`src/rtl/led_snake_monitor.sv`:
```
// led_snake_monitor
//   Receive-side checker for the one-hot bouncing LED pattern. The LED bank is
//   registered once (pat_q), compared with the previous distinct pattern
//   (pat_prev) to detect movement events, and each event is classified as an
//   acquisition, a legal step, a legal end-of-bar bounce, or an error.
//
// Ports
//   clk_i         system clock
//   rst_ni        asynchronous active-low reset
//   led_array_i   LED pattern under observation
//   clr_i         synchronous clear of err_o, err_code_o, bounce_cnt_o
//   index_o       bit number of the lit LED
//   valid_o       tracked pattern is one-hot
//   dir_o         1 = moving toward MSB, 0 = toward LSB
//   step_o        one-cycle pulse per legal move
//   bounce_cnt_o  saturating count of legal reversals
//   err_o         sticky error flag
//   err_code_o    first error: 00 none, 01 bad pattern, 10 jump, 11 mid-bar reversal
//   state_o       FSM state (0 = IDLE, 1 = TRACK), for observation only
//
// Handshake: there is none. led_array_i is sampled every cycle with no
// valid/ready; a movement event is any cycle where the registered pattern
// differs from the previous one, and every output is registered.
module led_snake_monitor #(
  parameter  int NO_LEDS = 8,
  parameter  int CNT_W   = 8,
  localparam int IDX_W   = $clog2(NO_LEDS)
) (
  input  logic               clk_i,
  input  logic               rst_ni,
  input  logic [NO_LEDS-1:0] led_array_i,
  input  logic               clr_i,
  output logic [IDX_W-1:0]   index_o,
  output logic               valid_o,
  output logic               dir_o,
  output logic               step_o,
  output logic [CNT_W-1:0]   bounce_cnt_o,
  output logic               err_o,
  output logic [1:0]         err_code_o,
  output logic               state_o
);

  typedef enum logic {
    IDLE  = 1'b0,
    TRACK = 1'b1
  } state_e;

  localparam logic [IDX_W-1:0] IDX_MAX = IDX_W'(NO_LEDS - 1);
  localparam logic [1:0] ERR_BAD  = 2'b01;
  localparam logic [1:0] ERR_JUMP = 2'b10;
  localparam logic [1:0] ERR_REV  = 2'b11;

  state_e             state_q;
  logic [NO_LEDS-1:0] pat_q;
  logic [NO_LEDS-1:0] pat_prev;
  logic [IDX_W-1:0]   index_q;
  logic               valid_q;
  logic               dir_q;
  logic               dir_known_q;
  logic               step_q;
  logic [CNT_W-1:0]   cnt_q;
  logic               err_q;
  logic [1:0]         code_q;

  // Pattern decode
  logic             ev;
  logic             one_hot;
  logic [IDX_W-1:0] new_idx;
  logic             up;
  logic             adjacent;

  // Event classification
  logic             acquire;
  logic             bad;
  logic             jump;
  logic             mid_rev;
  logic             legal;
  logic             bounce;
  logic             err_set;
  logic [1:0]       err_new;

  always_comb begin
    ev      = (pat_q != pat_prev);
    one_hot = (pat_q != '0) && ((pat_q & (pat_q - NO_LEDS'(1))) == '0);
    new_idx = '0;
    for (int i = 0; i < NO_LEDS; i++) begin
      if (pat_q[i]) new_idx = IDX_W'(i);
    end
    up       = (new_idx > index_q);
    adjacent = up ? ((new_idx - index_q) == IDX_W'(1))
                  : ((index_q - new_idx) == IDX_W'(1));
  end

  always_comb begin
    acquire = 1'b0;
    bad     = 1'b0;
    jump    = 1'b0;
    mid_rev = 1'b0;
    legal   = 1'b0;
    bounce  = 1'b0;
    if (ev) begin
      if (state_q == IDLE) begin
        // An all-dark bank is a legal idle condition.
        if (one_hot)             acquire = 1'b1;
        else if (pat_q != '0)    bad     = 1'b1;
      end else begin
        if (!one_hot)            bad  = 1'b1;
        else if (!adjacent)      jump = 1'b1;
        else if (dir_known_q && (up != dir_q)) begin
          // A reversal is only legal from the end LED it was heading toward.
          if ((dir_q && (index_q == IDX_MAX)) || (!dir_q && (index_q == '0))) begin
            legal  = 1'b1;
            bounce = 1'b1;
          end else begin
            mid_rev = 1'b1;
          end
        end else begin
          legal = 1'b1;
        end
      end
    end
    err_set = bad | jump | mid_rev;
    err_new = bad ? ERR_BAD : (jump ? ERR_JUMP : (mid_rev ? ERR_REV : 2'b00));
  end

  always_ff @(posedge clk_i or negedge rst_ni) begin
    if (!rst_ni) begin
      state_q     <= IDLE;
      pat_q       <= '0;
      pat_prev    <= '0;
      index_q     <= '0;
      valid_q     <= 1'b0;
      dir_q       <= 1'b1;
      dir_known_q <= 1'b0;
      step_q      <= 1'b0;
      cnt_q       <= '0;
      err_q       <= 1'b0;
      code_q      <= 2'b00;
    end else begin
      pat_q    <= led_array_i;
      // Holding pat_q unconditionally is equivalent to "last differing
      // pattern": when pat_q did not change, pat_prev already equals it.
      pat_prev <= pat_q;
      step_q   <= legal;

      case (state_q)
        IDLE: begin
          if (acquire) begin
            state_q     <= TRACK;
            index_q     <= new_idx;
            valid_q     <= 1'b1;
            dir_known_q <= 1'b0;
          end
        end
        TRACK: begin
          if (bad) begin
            state_q <= IDLE;
            valid_q <= 1'b0;
          end else begin
            // Index follows any one-hot pattern, even an illegal move, so
            // tracking resumes from where the LED actually is.
            if (legal || jump || mid_rev) index_q <= new_idx;
            if (legal || mid_rev)         dir_q   <= up;
            if (legal)                    dir_known_q <= 1'b1;
          end
        end
        default: state_q <= IDLE;
      endcase

      // New error outranks a coincident clear.
      if (err_set) begin
        err_q <= 1'b1;
        if (clr_i || !err_q) code_q <= err_new;
      end else if (clr_i) begin
        err_q  <= 1'b0;
        code_q <= 2'b00;
      end

      if (clr_i)                      cnt_q <= bounce ? CNT_W'(1) : '0;
      else if (bounce && (cnt_q != '1)) cnt_q <= cnt_q + CNT_W'(1);
    end
  end

  assign index_o      = index_q;
  assign valid_o      = valid_q;
  assign dir_o        = dir_q;
  assign step_o       = step_q;
  assign bounce_cnt_o = cnt_q;
  assign err_o        = err_q;
  assign err_code_o   = code_q;
  assign state_o      = state_q;

endmodule

```
`config.mk`:
```
export PLATFORM = sky130hd
export DESIGN_NAME = led_snake_monitor
export DESIGN_NICKNAME = d
export VERILOG_FILES = /design/src/rtl/led_snake_monitor.sv
export SDC_FILE = /design/constraint.sdc
export NUM_CORES = 1
export LEC_CHECK = 0
export ABC_AREA = 0
export CORE_MARGIN = 5
export CORE_UTILIZATION = 45
export CTS_CLUSTER_DIAMETER = 80
export DETAILED_ROUTE_END_ITERATION = 10
export PLACE_DENSITY_LB_ADDON = 0.15
export RECOVER_POWER = 25
export SLEW_MARGIN = 30
export SYNTH_ARGS = -nofsm -noshare
export SYNTH_HDL_FRONTEND = slang
export SYNTH_SLANG_ARGS = --single-unit
```
`constraint.sdc`:
```
create_clock -name clk_i -period 10.2 [get_ports clk_i]
set_input_delay 1.53 -clock clk_i [delete_from_list [all_inputs] [get_ports clk_i]]
set_output_delay 1.53 -clock clk_i [all_outputs]
set_load 0.02 [all_outputs]
```
=== Yosys cells after proc, flatten, opt, wreduce, memory -nomap -nowiden ===
Cells that the tools add are included.

* Add/sub/neg operators: 4
* $lt $le $gt $ge: 1
* Equal/unequal tests: 12
* Multiplexer cells: 62
* Bitwise gates (word level): 5
* Reductions and logical operators: 22

{| class="wikitable"
|+ Operator list
! cell !! count
|-
| $mux 1 || 41
|-
| $mux 3 || 8
|-
| $mux 8 || 2
|-
| $mux 2 || 7
|-
| $reduce_and 3->1 || 3
|-
| $add 8x1->8 const B || 1
|-
| $and 8x8->8 || 1
|-
| $logic_not 8->1 || 1
|-
| $ne 2x1->1 const B || 4
|-
| $ne 8x8->1 || 1
|-
| $ne 8x8->1 const B || 1
|-
| $reduce_bool 8->1 || 1
|-
| $sub 8x1->8 const B || 1
|-
| $eq 3x1->1 const B || 2
|-
| $pmux 1 s2 || 3
|-
| $pmux 3 s2 || 1
|-
| $sub 3x3->3 || 2
|-
| $logic_and 1x1->1 || 5
|-
| $logic_or 1x1->1 || 5
|-
| $ne 2x2->1 const B || 2
|-
| $reduce_and 2->1 || 2
|-
| $reduce_bool 2->1 || 2
|-
| $eq 3x3->1 const B || 1
|-
| $gt 3x3->1 || 1
|-
| other kinds (5) || 8
|}

* Register bits: 35
* Input port bits: 11
* Output and inout port bits: 18

=== Logic depth before layout (Yosys ltp) ===
Gate-level depths: netlist (run 1).

* Depth after elaboration: 20
* Depth in mapped cells: 16
* Gate-level depth less buffers: 15

=== Least setup slack after synthesis (run 1) ===
Ideal clock, no wire load.

* Path kind: register to register
* From: register pat_q[2]
* To: register cnt_q[6] (netlist: bounce_cnt_o[6])
* Setup time: 127 ps
* Data arrival time: 3383 ps
* Path slack: 6690 ps
* Stages on the path, launching flop included: 17
* Path buffers: 1
* Period minus slack after synthesis: 3510 ps
* Cell sequence: dfrtp_1 inv_1 a21oi_1 nor2_1 nor2_1 o21bai_1 inv_1 ha_1 inv_1 fa_1 or3_1 or3_1 a31o_2 nor4_4 buf_6 nand4_1 mux2_1

* Longest elaborated chain between the ends: 16
* Elaborated cells on any way between the ends: 27
* Those cells by class: 3 x add/sub; 1 x order compare; 4 x eq/ne; 12 x mux; 1 x bitwise; 6 x reduce/logical

{| class="wikitable"
|+ RTL lines
! what !! RTL line !! RTL
|-
| start: declaration || 54 || <nowiki>logic [NO_LEDS-1:0] pat_q;</nowiki>
|-
| start signal: assignment || 140 || <nowiki>pat_q <= led_array_i;</nowiki>
|-
| $mux 2 (*) || 87 || <nowiki>if (pat_q[i]) new_idx = IDX_W'(i);</nowiki>
|-
| $mux 3 (*) (5 in series) || 87 ||
|-
| net new_idx[0] || 68 || <nowiki>logic [IDX_W-1:0] new_idx;</nowiki>
|-
| parallel branches: the longest is 4 deep, another holds $sub 3x3->3 || - ||
|-
| $mux 1 (*) || 108 || <nowiki>else if (!adjacent) jump = 1'b1;</nowiki>
|-
| $mux 1 (*) || 107 || <nowiki>if (!one_hot) bad = 1'b1;</nowiki>
|-
| $mux 1 (*) || 102 || <nowiki>if (state_q == IDLE) begin</nowiki>
|-
| $mux 1 (*) || 101 || <nowiki>if (ev) begin</nowiki>
|-
| $logic_and 1x1->1 (*) || 180 || <nowiki>else if (bounce && (cnt_q != '1)) cnt_q <= cnt_q + CNT_W'(1);</nowiki>
|-
| $reduce_bool 2->1 (no line) (*) || - ||
|-
| end signal: assignment || 179 || <nowiki>if (clr_i) cnt_q <= bounce ? CNT_W'(1) : '0;</nowiki>
|-
| end signal: assignment || 180 ||
|-
| end: declaration || 61 || <nowiki>logic [CNT_W-1:0] cnt_q;</nowiki>
|}

Mark *: on every way through the listed nets, which the timed path passes.
A chain may end at the register's enable or synchronous reset.

=== Final worst setup path (run 1) ===
Ends and elaborated chain as after synthesis.

==> results of run 1 <==
==> layer usage <==
layer / part of all wire, % / vias up
li1: - / 698
met1: 46 / 677
met2: 48 / 29
met3: 4.3 / 9
met4: 2.0 / 0
met5: 0 / -
==> critical path, cell delays in order (launching register included) <==
cell      delay, ns
dfrtp_1        0.45
inv_1          0.08
a21oi_1        0.06
nor2_1         0.09
nor2_1         0.05
o21bai_1       0.30
inv_1          0.08
ha_1           0.20
inv_1          0.09
fa_1           0.43
or3_1          0.34
or3_1          0.31
a31o_2         0.28
nor4_4         0.59
nand4_1        0.18
mux2_1         0.34
==> power by group through the flow <==
stage	Clock [mW]	Sequential (mW)	Combinational, mW
floorplan	0	0.167	0.0499
global placement	0	0.163	0.0836
detailed placement	0	0.163	0.0855
CTS	0.0982	0.161	0.0861
global route	0.106	0.162	0.0943
finish	0.0955	0.161	0.0845
==> logic make-up after synthesis <==
kind of cell | synth area share (%)
compound gates | 12.5
simple gates | 21.0
xor+xnor | 4.33
flops | 48.2
buf+inv | 4.06
fa+ha+maj | 6.33
mux | 3.58
==> metrics by stage <==
stage / instance area (sq um) / setup WS, ns
after floorplan: 1820 / 6.69
after global placement: 2140 / 6.39
after detailed placement: 2140 / 6.22
after CTS: 2230 / 6.20
after global routing: 2230 / 5.92
final: 2230 / 6.21
==> cell type report <==
type	instances	area [sq um]
Fill cell	337	1750
Clock inverter	2	12.5
Tap cell	50	62.6
Inverter	13	48.8
Timing Repair Buffer	29	284
Sequential cell	35	877
Multi-Input combinational cell	130	868
Clock buffer	6	72.6
==> path summary, 6_finish.rpt <==
check / start / end / slack, ns / cells after the start
worst max-delay path: pat_q[2] / bounce_cnt_o[6] / 6.21 / 15
worst min-delay path: pat_q[0] / pat_prev[0] / 0.48 / 0
worst max register to register: pat_q[2] / bounce_cnt_o[6] / 6.21 / 15
worst min register to register: pat_q[0] / pat_prev[0] / 0.48 / 0
max in group asynchronous: rst_ni / bounce_cnt_o[7] / 6.87 / 2
min in group asynchronous: rst_ni / index_o[2] / 2.27 / 2
==> state kept, by name, indices dropped and copies added, names as in the netlist <==
signal and count:
err_o 1, state_o 1, pat_prev 8, pat_q 8
dir_o 1, dir_known_q 1, bounce_cnt_o 8, step_o 1
valid_o 1, err_code_o 2, index_o 3
==> synth_stat cells, types with 3 or more instances <==
cell type  number  share of area, %
dfrtp_1        34                47
nor2_1         23               4.7
inv_1          13               2.7
nand2_1        13               2.7
a21oi_1        10               2.8
xor2_1          8               3.9
nand3_1         7               1.9
o21ai_0         7               1.9
ha_1            6               4.1
nand4_1         5               1.7
nor2b_1         4               1.4
nor3_1          4               1.1
nor4_1          4               1.4
mux2_1          3               1.9
or3_1           3               1.0
==> flow_metrics.tcl, run 1 <==
set metrics [dict create \
    die_area_sq_mm 0.00541 \
    drtAntennaViolNets 0 \
    overflow 0 \
    wl_per_cell_um 13.4 \
    cts_tree "yes" \
    fmax_ghz 0.251 \
    core_area_sq_mm 0.00397 \
    viasPerCell 5.33 \
    cts_root_buffer "clkbuf_8" \
    grt_max_degree 36 \
    syn-num-nets 200 \
    htreeDepth 2 \
    ys_async_sr_fraction_pct 100 \
    hold_buffers 0 \
    rsz0062_at_grt "false" \
    grt_pass1_wl_um 6160 \
    ys_ff_latch 35 \
    synth-edff-count 0 \
    setup_violations 0 \
    postCtsSetupBuffers 0 \
    cap_viol_max_count 1 \
    critPathKind "reg -> reg" \
    slew_headroom_pct -21.5 \
    power.share.clock_pct 28.0 \
    swShare_pct 32.0 \
    die_w_um 73.6 \
    hp-class "reg -> reg" \
    power_frac_comb_pct 24.8 \
    hold_viol 0 \
    finalPower_uw 341 \
    layout_common_cells "dfrtp_1, nor2_1, clkdlybuf4s50_1, inv_1, nand2_1" \
    violations "capacitance limit, slew limit" \
    post_synth.cell_area_avg_sq_um 10.1 \
    syn-instance-count 181 \
    finalWirelength_um 3560 \
    netlist_area_sq_mm 0.00182 \
    insertion_delay_ns 0.28 \
    synth_ff_type "dfrtp_1" \
    place_inst 257 \
    end_kind "flip-flop" \
    fin_skew_ns 0.00619 \
    rows 23 \
    portBuffers 28 \
    required_ns 10.36 \
    antenna_found_initial 0 \
    powerDensity_mw_per_mm2 153 \
    tightest_slew_ns 1.82 \
    layout.nets 233 \
    share_seq_of_total_power_pct 47.2 \
    final_layout_size_suffix_gt1_share_pct 8.37 \
    seq_area_frac_synth_pct 48.2 \
    use_met1_pct 17.6 \
    power.leakage_nw 0.930 \
    fin_cells 265 \
    io_pins 29 \
    tns_ns 0 \
    drtPass1Iterations 4 \
    cts_resized 0 \
    path_clk_slew_ns 0.07 \
    min_period_over_period_pct 39.1 \
    floorplan.initialDensity_pct 45.8 \
    arrival_ns 4.15 \
    hpwl_um 2640 \
    antenna_cells 0 \
    cts_buffer_depth 2 \
    p_switching_uw 109 \
    cts_sinks 35 \
    p_int_uw 232 \
    top_usage_layer "met2" \
    whs_ns 0.479 \
    drc 0 \
    cts_made_buffers 5 \
    grt_pass1_vias 1419 \
    status "finished, violations left" \
    drv_slew 36 \
    fp.dieH_um 73.6 \
    area_growth_pct 22.4 \
    grtUsageTotal_pct 14.7 \
    finish.utilization_pct 56.0 \
    vias 1413 \
    post-route-min-period_ns 3.99 \
    ys_warn_count 0 \
    gp_congestion 0.857 \
    use_met2_pct 24.7 \
    worstPathMaxFanout 11 \
    ir_drop_mv 0.0928 \
    drt_iter0_drc 44 \
    use_met3_pct 4.10 \
    final_common_cell "dfrtp_1" \
    synth_cell_types 45 \
    cp-start-kind "flip-flop" \
]
No activity file was read; power rests on OpenSTA's default activity.
==> run 2, diff against run 1 <==
==> constraint.sdc (replaced) <==
create_clock -name clk_i -period 3.55 [get_ports clk_i]
set_input_delay 0.5325 -clock clk_i [delete_from_list [all_inputs] [get_ports clk_i]]
set_output_delay 0.5325 -clock clk_i [all_outputs]
set_load 0.02 [all_outputs]
==> flow_metrics.tcl, run 2 (same netlist as run 1, synthesis figures left out) <==
set metrics [dict create \
    hpwl_um 2770 \
    fin_skew_ns 0.00790 \
    die_area_sq_mm 0.00541 \
    drc 0 \
    min_period_over_period_pct 95.6 \
    cp-start-kind "flip-flop" \
    antenna_found_initial 0 \
    critPathKind "reg -> reg" \
    setup_slack_ns 0.155 \
    end_kind "flip-flop" \
    grt_pass1_vias 1474 \
    drtPass1Iterations 4 \
    antenna_cells 0 \
    fin_cells 276 \
    drt_iter0_drc 91 \
    grt_pass1_wl_um 6490 \
    powerDensity_mw_per_mm2 450 \
    fill_cells 350 \
    rows 23 \
    required_ns 3.72 \
    rsz0062_at_grt "true" \
    status "finished, final reports clean" \
    slew_headroom_pct 62.7 \
    layout_common_cells "dfrtp_1, clkdlybuf4s50_1, nor2_1, nand2_1, buf_4" \
    die_w_um 73.6 \
    post-route-min-period_ns 3.40 \
    core_area_sq_mm 0.00397 \
    cts_buffer_depth 2 \
    hp-class "reg -> reg" \
    cts_made_buffers 5 \
    hold_viol 0 \
    whs_ns 0.475 \
    cts_sinks 35 \
    power.leakage_nw 0.997 \
    viasPerCell 5.34 \
    fp.dieH_um 73.6 \
    place_inst 264 \
    overflow 0 \
    io_pins 29 \
    area_growth_pct 29.0 \
    floorplan.initialDensity_pct 45.8 \
    gp_congestion 0.755 \
    portBuffers 28 \
    tns_ns 0 \
    fmax_ghz 0.295 \
    finalWirelength_um 3830 \
    grtUsageTotal_pct 15.5 \
    vias 1473 \
    grt_max_degree 36 \
    dp_slack_ns 0.0347 \
    insertion_delay_ns 0.29 \
    ir_drop_mv 0.238 \
    final_common_cell "dfrtp_1" \
    worstPathMaxFanout 6 \
    cts_tree "yes" \
    tightest_slew_ns 0.558 \
    final_layout_size_suffix_gt1_share_pct 15.9 \
    wl_per_cell_um 13.9 \
    cts_root_buffer "clkbuf_8" \
    multiInputGateArea_sq_um 887 \
    cap_viol_max_count 0 \
    drtAntennaViolNets 0 \
    path_clk_slew_ns 0.07 \
    drv_slew 0 \
    layout.nets 244 \
    htreeDepth 2 \
    arrival_ns 3.57 \
    regArea_sq_um 877 \
    setup_violations 0 \
]
run 2: cell types whose count changed in the layout (fill, tap and decap cells not counted), sizes merged:
cell / delta
buf: +12
clkbuf: +1
clkdlybuf4s50: +9
clkinv: -1
clkinvlp: -1
dlygate4sd3: -9
run 2: cell type report:
| class | instances | share of cell area, % |
|---|---|---|
| clock buffer | 8 | 4.27 |
| inverter | 13 | 2.08 |
| multi-input combinational | 130 | 37.8 |
| sequential | 35 | 37.4 |
| tap | 50 | 2.67 |
| timing repair buffer | 40 | 15.8 |
run 2: per-stage QoR:
| stage | total power [mW] | utilization, % | area [sq um] |
|---|---|---|---|
| 2_1_floorplan | 0.623 | - | 1820 |
| 3_3_place_gp | 0.713 | 55.3 | 2200 |
| 3_5_place_dp | 0.720 | 55.3 | 2200 |
| 4_1_cts | 1.04 | 57.8 | 2300 |
| 5_1_grt | 1.11 | 59.1 | 2350 |
| 6_report | 1.05 | 59.1 | 2350 |
run 2: final timing paths:
kind | startpoint | to | slack [ns] | cells after the start
max | pat_q[2] | bounce_cnt_o[5] | 0.15 | 16
min | pat_q[0] | pat_prev[0] | 0.48 | 0
max reg2reg | pat_q[2] | bounce_cnt_o[5] | 0.15 | 16
min reg2reg | pat_q[0] | pat_prev[0] | 0.48 | 0
max in group asynchronous | rst_ni | dir_o | 2.56 | 2
min in group asynchronous | rst_ni | err_o | 0.66 | 2
run 2: worst max-delay path: stages (launching register included):
cell and delay [ns]:
dfrtp_1 0.36, inv_2 0.04, a21oi_2 0.11, nor2_1 0.04, nor2_1 0.10, o21bai_1 0.10, inv_1 0.07, ha_2 0.16
inv_2 0.04, fa_1 0.43, or3_1 0.34, or3_1 0.36, a31o_4 0.27, nor4_4 0.24, buf_4 0.18, nand4_1 0.12
mux2_4 0.31
run 2: per-layer routing:
metal | vias to the layer above | part of all wire [%] | global-route usage, %
met5 | - | 0 | 0
met4 | 0 | 2.0 | 6.84
met3 | 8 | 4.0 | 3.56
met2 | 34 | 49 | 25.2
met1 | 714 | 45 | 19.6
li1 | 717 | - | -
run 2: what timing repair did:
item | 4_1_cts | 5_1_grt
setup buffers | 0 | 4
hold buffers | 0 | 0
gates resized for setup | 0 | 7
setup endpoints to repair | 0 | 8
run 2: report_power, final:
part	switching, mW	internal, mW
Combinational	0.153	0.127
Clock	0.139	0.177
Sequential	0.0306	0.428
Total	0.322	0.732
==> run 3, diff against run 2 <==
--- a/config.mk
+++ b/config.mk
@@ -10,6 +10,7 @@
 export CORE_UTILIZATION = 45
 export CTS_CLUSTER_DIAMETER = 80
 export DETAILED_ROUTE_END_ITERATION = 10
+export GPL_ROUTABILITY_DRIVEN = 0
 export PLACE_DENSITY_LB_ADDON = 0.15
 export RECOVER_POWER = 25
 export SLEW_MARGIN = 30
==> results of run 3 <==
No change in the layout: final DEF, timing and power equal those of run 2.
==> RTL change 1: new RTL, settings of run 1 <==
Remove the register `step_q`: a continuous assignment takes its place, so the output `step_o` follows one clock earlier.
--- a/src/rtl/led_snake_monitor.sv
+++ b/src/rtl/led_snake_monitor.sv
@@ -132,7 +132,6 @@
       valid_q     <= 1'b0;
       dir_q       <= 1'b1;
       dir_known_q <= 1'b0;
-      step_q      <= 1'b0;
       cnt_q       <= '0;
       err_q       <= 1'b0;
       code_q      <= 2'b00;
@@ -141,7 +140,6 @@
       // Holding pat_q unconditionally is equivalent to "last differing
       // pattern": when pat_q did not change, pat_prev already equals it.
       pat_prev <= pat_q;
-      step_q   <= legal;
 
       case (state_q)
         IDLE: begin
@@ -181,6 +179,8 @@
     end
   end
 
+  assign step_q = legal;
+
   assign index_o      = index_q;
   assign valid_o      = valid_q;
   assign dir_o        = dir_q;
Function: changed (a bounded check fails within 4 cycles, from zero or initial values and one cycle with rst_ni low).
==> RTL change 1 against run 1 <==
  * The run still ends with max-capacitance violations, max-slew violations left
  * Wire length down 0.34%
  * Maximum frequency down 23%
  * Non-clock buffer count unchanged
  * Area after synthesis down 0.89%
  * Sequential cell count down 1
  * Hold slack better by 0.025 ns
  * Count of clock-buffer cells in the layout unchanged
  * Setup slack worse by 1.2 ns
  * Design area about the same
  * Total power up 6.4%
==> RTL change 1: results (changes against run 1) <==
routing:
  drt_first_iter_violations: 58  # +32%
  dr_wl_met3_um: 249  # +62%
  wl_um: 3540  # -0.34%
  wl_per_cell_um: 13.5  # +0.80%
status:
  status: "finished, violations left"
  violations: "max-capacitance violations, max-slew violations"
worst_setup_path:
  critPathSlowestCell: "clkdlybuf4s50_1"
  crit_fanout: 8  # -3
  critical-path-max-stage-delay_ns: 0.66  # +0.07 ns
yosys:
  yosysSeqAreaShare: 0.473  # -0.00953
  synthesis.nets: 202  # +1.0%
  synth_top_cells_by_count: "dfrtp_1, nor2_1, a21oi_1, o21ai_0, inv_1"
  synth_area_leaders: "dfrtp_1, ha_1, xnor2_1, a21oi_1, o21ai_0"
power_and_ir_drop:
  internal_power_mw: 0.260  # +12%
  clkPwrFrac: 0.344  # +0.064
  p_leak_nw: 0.910  # -2.2%
flow_run:
  cap_violations: 1  # unchanged
finish:
  clock_cell_area_share: 0.0506  # +0.0123
  layout-drive-gt1-share: 0.0613  # -0.0224
  seqAreaFraction: 0.383  # -0.0115
  nNetsFinal: 231  # -0.86%
grt:
  grt_max_degree: 35  # -2.8%
  grtUsageMet2: 0.260  # +0.0131
  gr-usage-met3: 0.0479  # +0.00684
  grt_pass1_vias: 1458  # +2.7%
sta:
  tightest_slew_ns: 1.74  # -0.0797 ns
  slew_violations: 35  # -2.8%
placed_design:
  place_inst: 255  # -0.78%
RTL change 1: final timing paths:
check                         start         endpoint  depth (start not counted)
setup reg to reg           pat_q[2]  bounce_cnt_o[3]                         14
hold reg to reg            pat_q[7]      pat_prev[7]                          0
setup / recovery           pat_q[2]           step_o                         13
max in group asynchronous    rst_ni         pat_q[1]                          2
hold / removal             pat_q[7]      pat_prev[7]                          0
min in group asynchronous    rst_ni          valid_o                          2
RTL change 1: stage by stage:
stage	cell area (um^2)	power (mW)	utilization	setup WS, ns	hold WS (ns)
6_report	2230	0.363	0.565	4.99	0.505
5_1_grt	2230	0.386	0.565	4.69	0.537
4_1_cts	2230	0.369	0.566	4.98	0.506
3_5_place_dp	2120	0.242	0.537	5.29	0.497
3_3_place_gp	2120	0.239	0.537	5.33	0.489
2_1_floorplan	1800	0.212	-	5.53	0.352
==> RTL change 2: new RTL, settings of run 1 <==
Without the edit above. Change the parameter `CNT_W` from 8 to 12.
--- a/src/rtl/led_snake_monitor.sv
+++ b/src/rtl/led_snake_monitor.sv
@@ -23,7 +23,7 @@
 // differs from the previous one, and every output is registered.
 module led_snake_monitor #(
   parameter  int NO_LEDS = 8,
-  parameter  int CNT_W   = 8,
+  parameter  int CNT_W   = 12,
   localparam int IDX_W   = $clog2(NO_LEDS)
 ) (
   input  logic               clk_i,
Interface: changed (resized bounce_cnt_o); port bits go from 29 to 33. No check against the original RTL was run, so the function may have changed too.
==> RTL change 2 against run 1 <==
  * The run still ends with max-capacitance violations, max-slew violations left
  * Setup slack better by 0.18 ns
  * Total power up 16%
  * Sequential cell count up 4
  * Utilization down 0.59 points
  * Area after synthesis up 16%
  * Sequential power up 9.9%
  * Design area up 15%
  * First-iteration DRC count up 80%
  * Wire length up 16%
  * Count of clock-buffer cells in the layout unchanged
  * Critical path type unchanged
==> RTL change 2: results (changes against run 1) <==
finish:
  fill_cells: 419  # +24%
  clock_cell_area_share: 0.0458  # +0.00759
  num-nonclk-inverters: 14  # +1
  nMultiInputCombCells: 148  # +14%
  nNetsFinal: 260  # +12%
  finalNonFillerCells: 296  # +12%
  layout-drive-gt1-share: 0.0785  # -0.00521
  seq_area_um2: 977  # +11%
  nonClkBufAreaFrac: 0.125  # -0.00236
  multi_input_area_share: 0.402  # +0.0115
clocking:
  ctsResizeCount: 0  # unchanged
  clock_sinks: 39  # +11%
worst_setup_path:
  ff2ff_setup_slack_ns: 6.39  # +0.18 ns
  r2r-end: "bounce_cnt_o[5]"
  arrival_ns: 3.98  # -0.17 ns
  r2r_cells: 14  # -1
placed_design:
  routabilityCongestion: 0.799  # -6.8%
  dp_worst_setup_slack_ns: 6.43  # +0.210 ns
  hpwl_um: 2930  # +11%
  place_inst: 288  # +12%
  dpl-instance-area_um2: 2450  # +14%
  port_buffers: 32  # +14%
sta:
  slew_violations: 40  # +11%
  finClkSkew_ns: 0.0100  # +0.00382 ns
  tightest_slew_ns: 1.98  # +0.155 ns
yosys:
  synthesis.nets: 229  # +14%
  synthCells: 210  # +16%
  synth_area_leaders: "dfrtp_1, xor2_1, ha_1, o31ai_1, or4_1"
  synthAdderAreaFrac: 0.0545  # -0.00874
  synth.distinct_cells: 48  # +6.7%
  synth_top_cells_by_count: "dfrtp_1, inv_1, nor2_1"
  ys_warn_count: 0  # unchanged
  yosysSeqAreaShare: 0.463  # -0.0192
  muxShareOfSynthArea: 0.0207  # -0.0150
  post_synth_xor_area_fraction: 0.0415  # -0.00183
status:
  violations: "max-capacitance violations, max-slew violations"
  status: "finished, violations left"
grt:
  antenna_found_initial: 0  # unchanged
  grt_pass1_vias: 1509  # +6.3%
  grt.total_usage: 0.142  # -0.00508
  gr-usage-met3: 0.0413  # +0.000245
  grt_max_degree: 40  # +11%
  grt_pass1_wl_um: 7000  # +14%
  grtUsageMet1: 0.176  # about the same
  grtUsageMet2: 0.241  # -0.00647
power_and_ir_drop:
  internal_power_mw: 0.282  # +21%
  vdd_drop_max_uv: 94.9  # +2.3%
  p_leak_nw: 1.03  # +11%
routing:
  wl_met1_um: 1850  # +14%
  drt_first_iter_violations: 79  # +80%
  vias: 1676  # +19%
  wl_um: 4110  # +16%
  met2_length_um: 2030  # +19%
  dr_wl_met3_um: 183  # +19%
flow_run:
  cap_violations: 1  # unchanged
## RTL change 2: cell count changes in the layout (fill, tap and decap cells not counted), moves of 3 or more
cell,run 1,this run
dfrtp_1,34,38
or4_1,0,8
mux2_1,3,0
nand2_1,13,10
o21ai_0,7,10
dlygate4sd3_1,9,0
o21a_1,1,5
clkdlybuf4s50_1,19,31
o31ai_1,2,8
nor2_1,23,13
## RTL change 2: worst max path at each step
stage | slack, ns | to | cells after the start | start
floorplan | 6.78 | bounce_cnt_o[5] | 15 | pat_q[2]
global placement | 6.53 | bounce_cnt_o[5] | 14 | pat_q[2]
detailed placement | 6.43 | bounce_cnt_o[5] | 14 | pat_q[2]
CTS | 6.39 | bounce_cnt_o[5] | 14 | pat_q[2]
global route | 6.00 | bounce_cnt_o[5] | 14 | pat_q[2]
finish | 6.39 | bounce_cnt_o[5] | 14 | pat_q[2]
## RTL change 2: worst max-delay path, cell delays in order, from the launching register on
cell       delay [ns]
dfrtp_1          0.45
inv_1            0.08
a21oi_1          0.06
nor2_1           0.09
nor2_1           0.04
o21bai_1         0.27
inv_1            0.08
ha_1             0.21
inv_1            0.08
fa_1             0.40
or3_1            0.39
nor3_1           0.38
o2111ai_4        0.37
nor4_1           0.42
mux2_2           0.37
## RTL change 2: power by group through the flow
stage | registers [mW] | clock network (mW) | logic [mW]
after floorplan | 0.185 | 0 | 0.0512
after global placement | 0.180 | 0 | 0.0868
after detailed placement | 0.180 | 0 | 0.0868
after CTS | 0.178 | 0.137 | 0.0882
after global routing | 0.180 | 0.142 | 0.0976
final | 0.177 | 0.132 | 0.0870
## RTL change 2: per-stage QoR
step                 util  hold slack [ns]
global placement    0.529            0.461
finish              0.555            0.472
detailed placement  0.529            0.464
floorplan               -            0.349
global route        0.555            0.506
CTS                 0.555            0.481
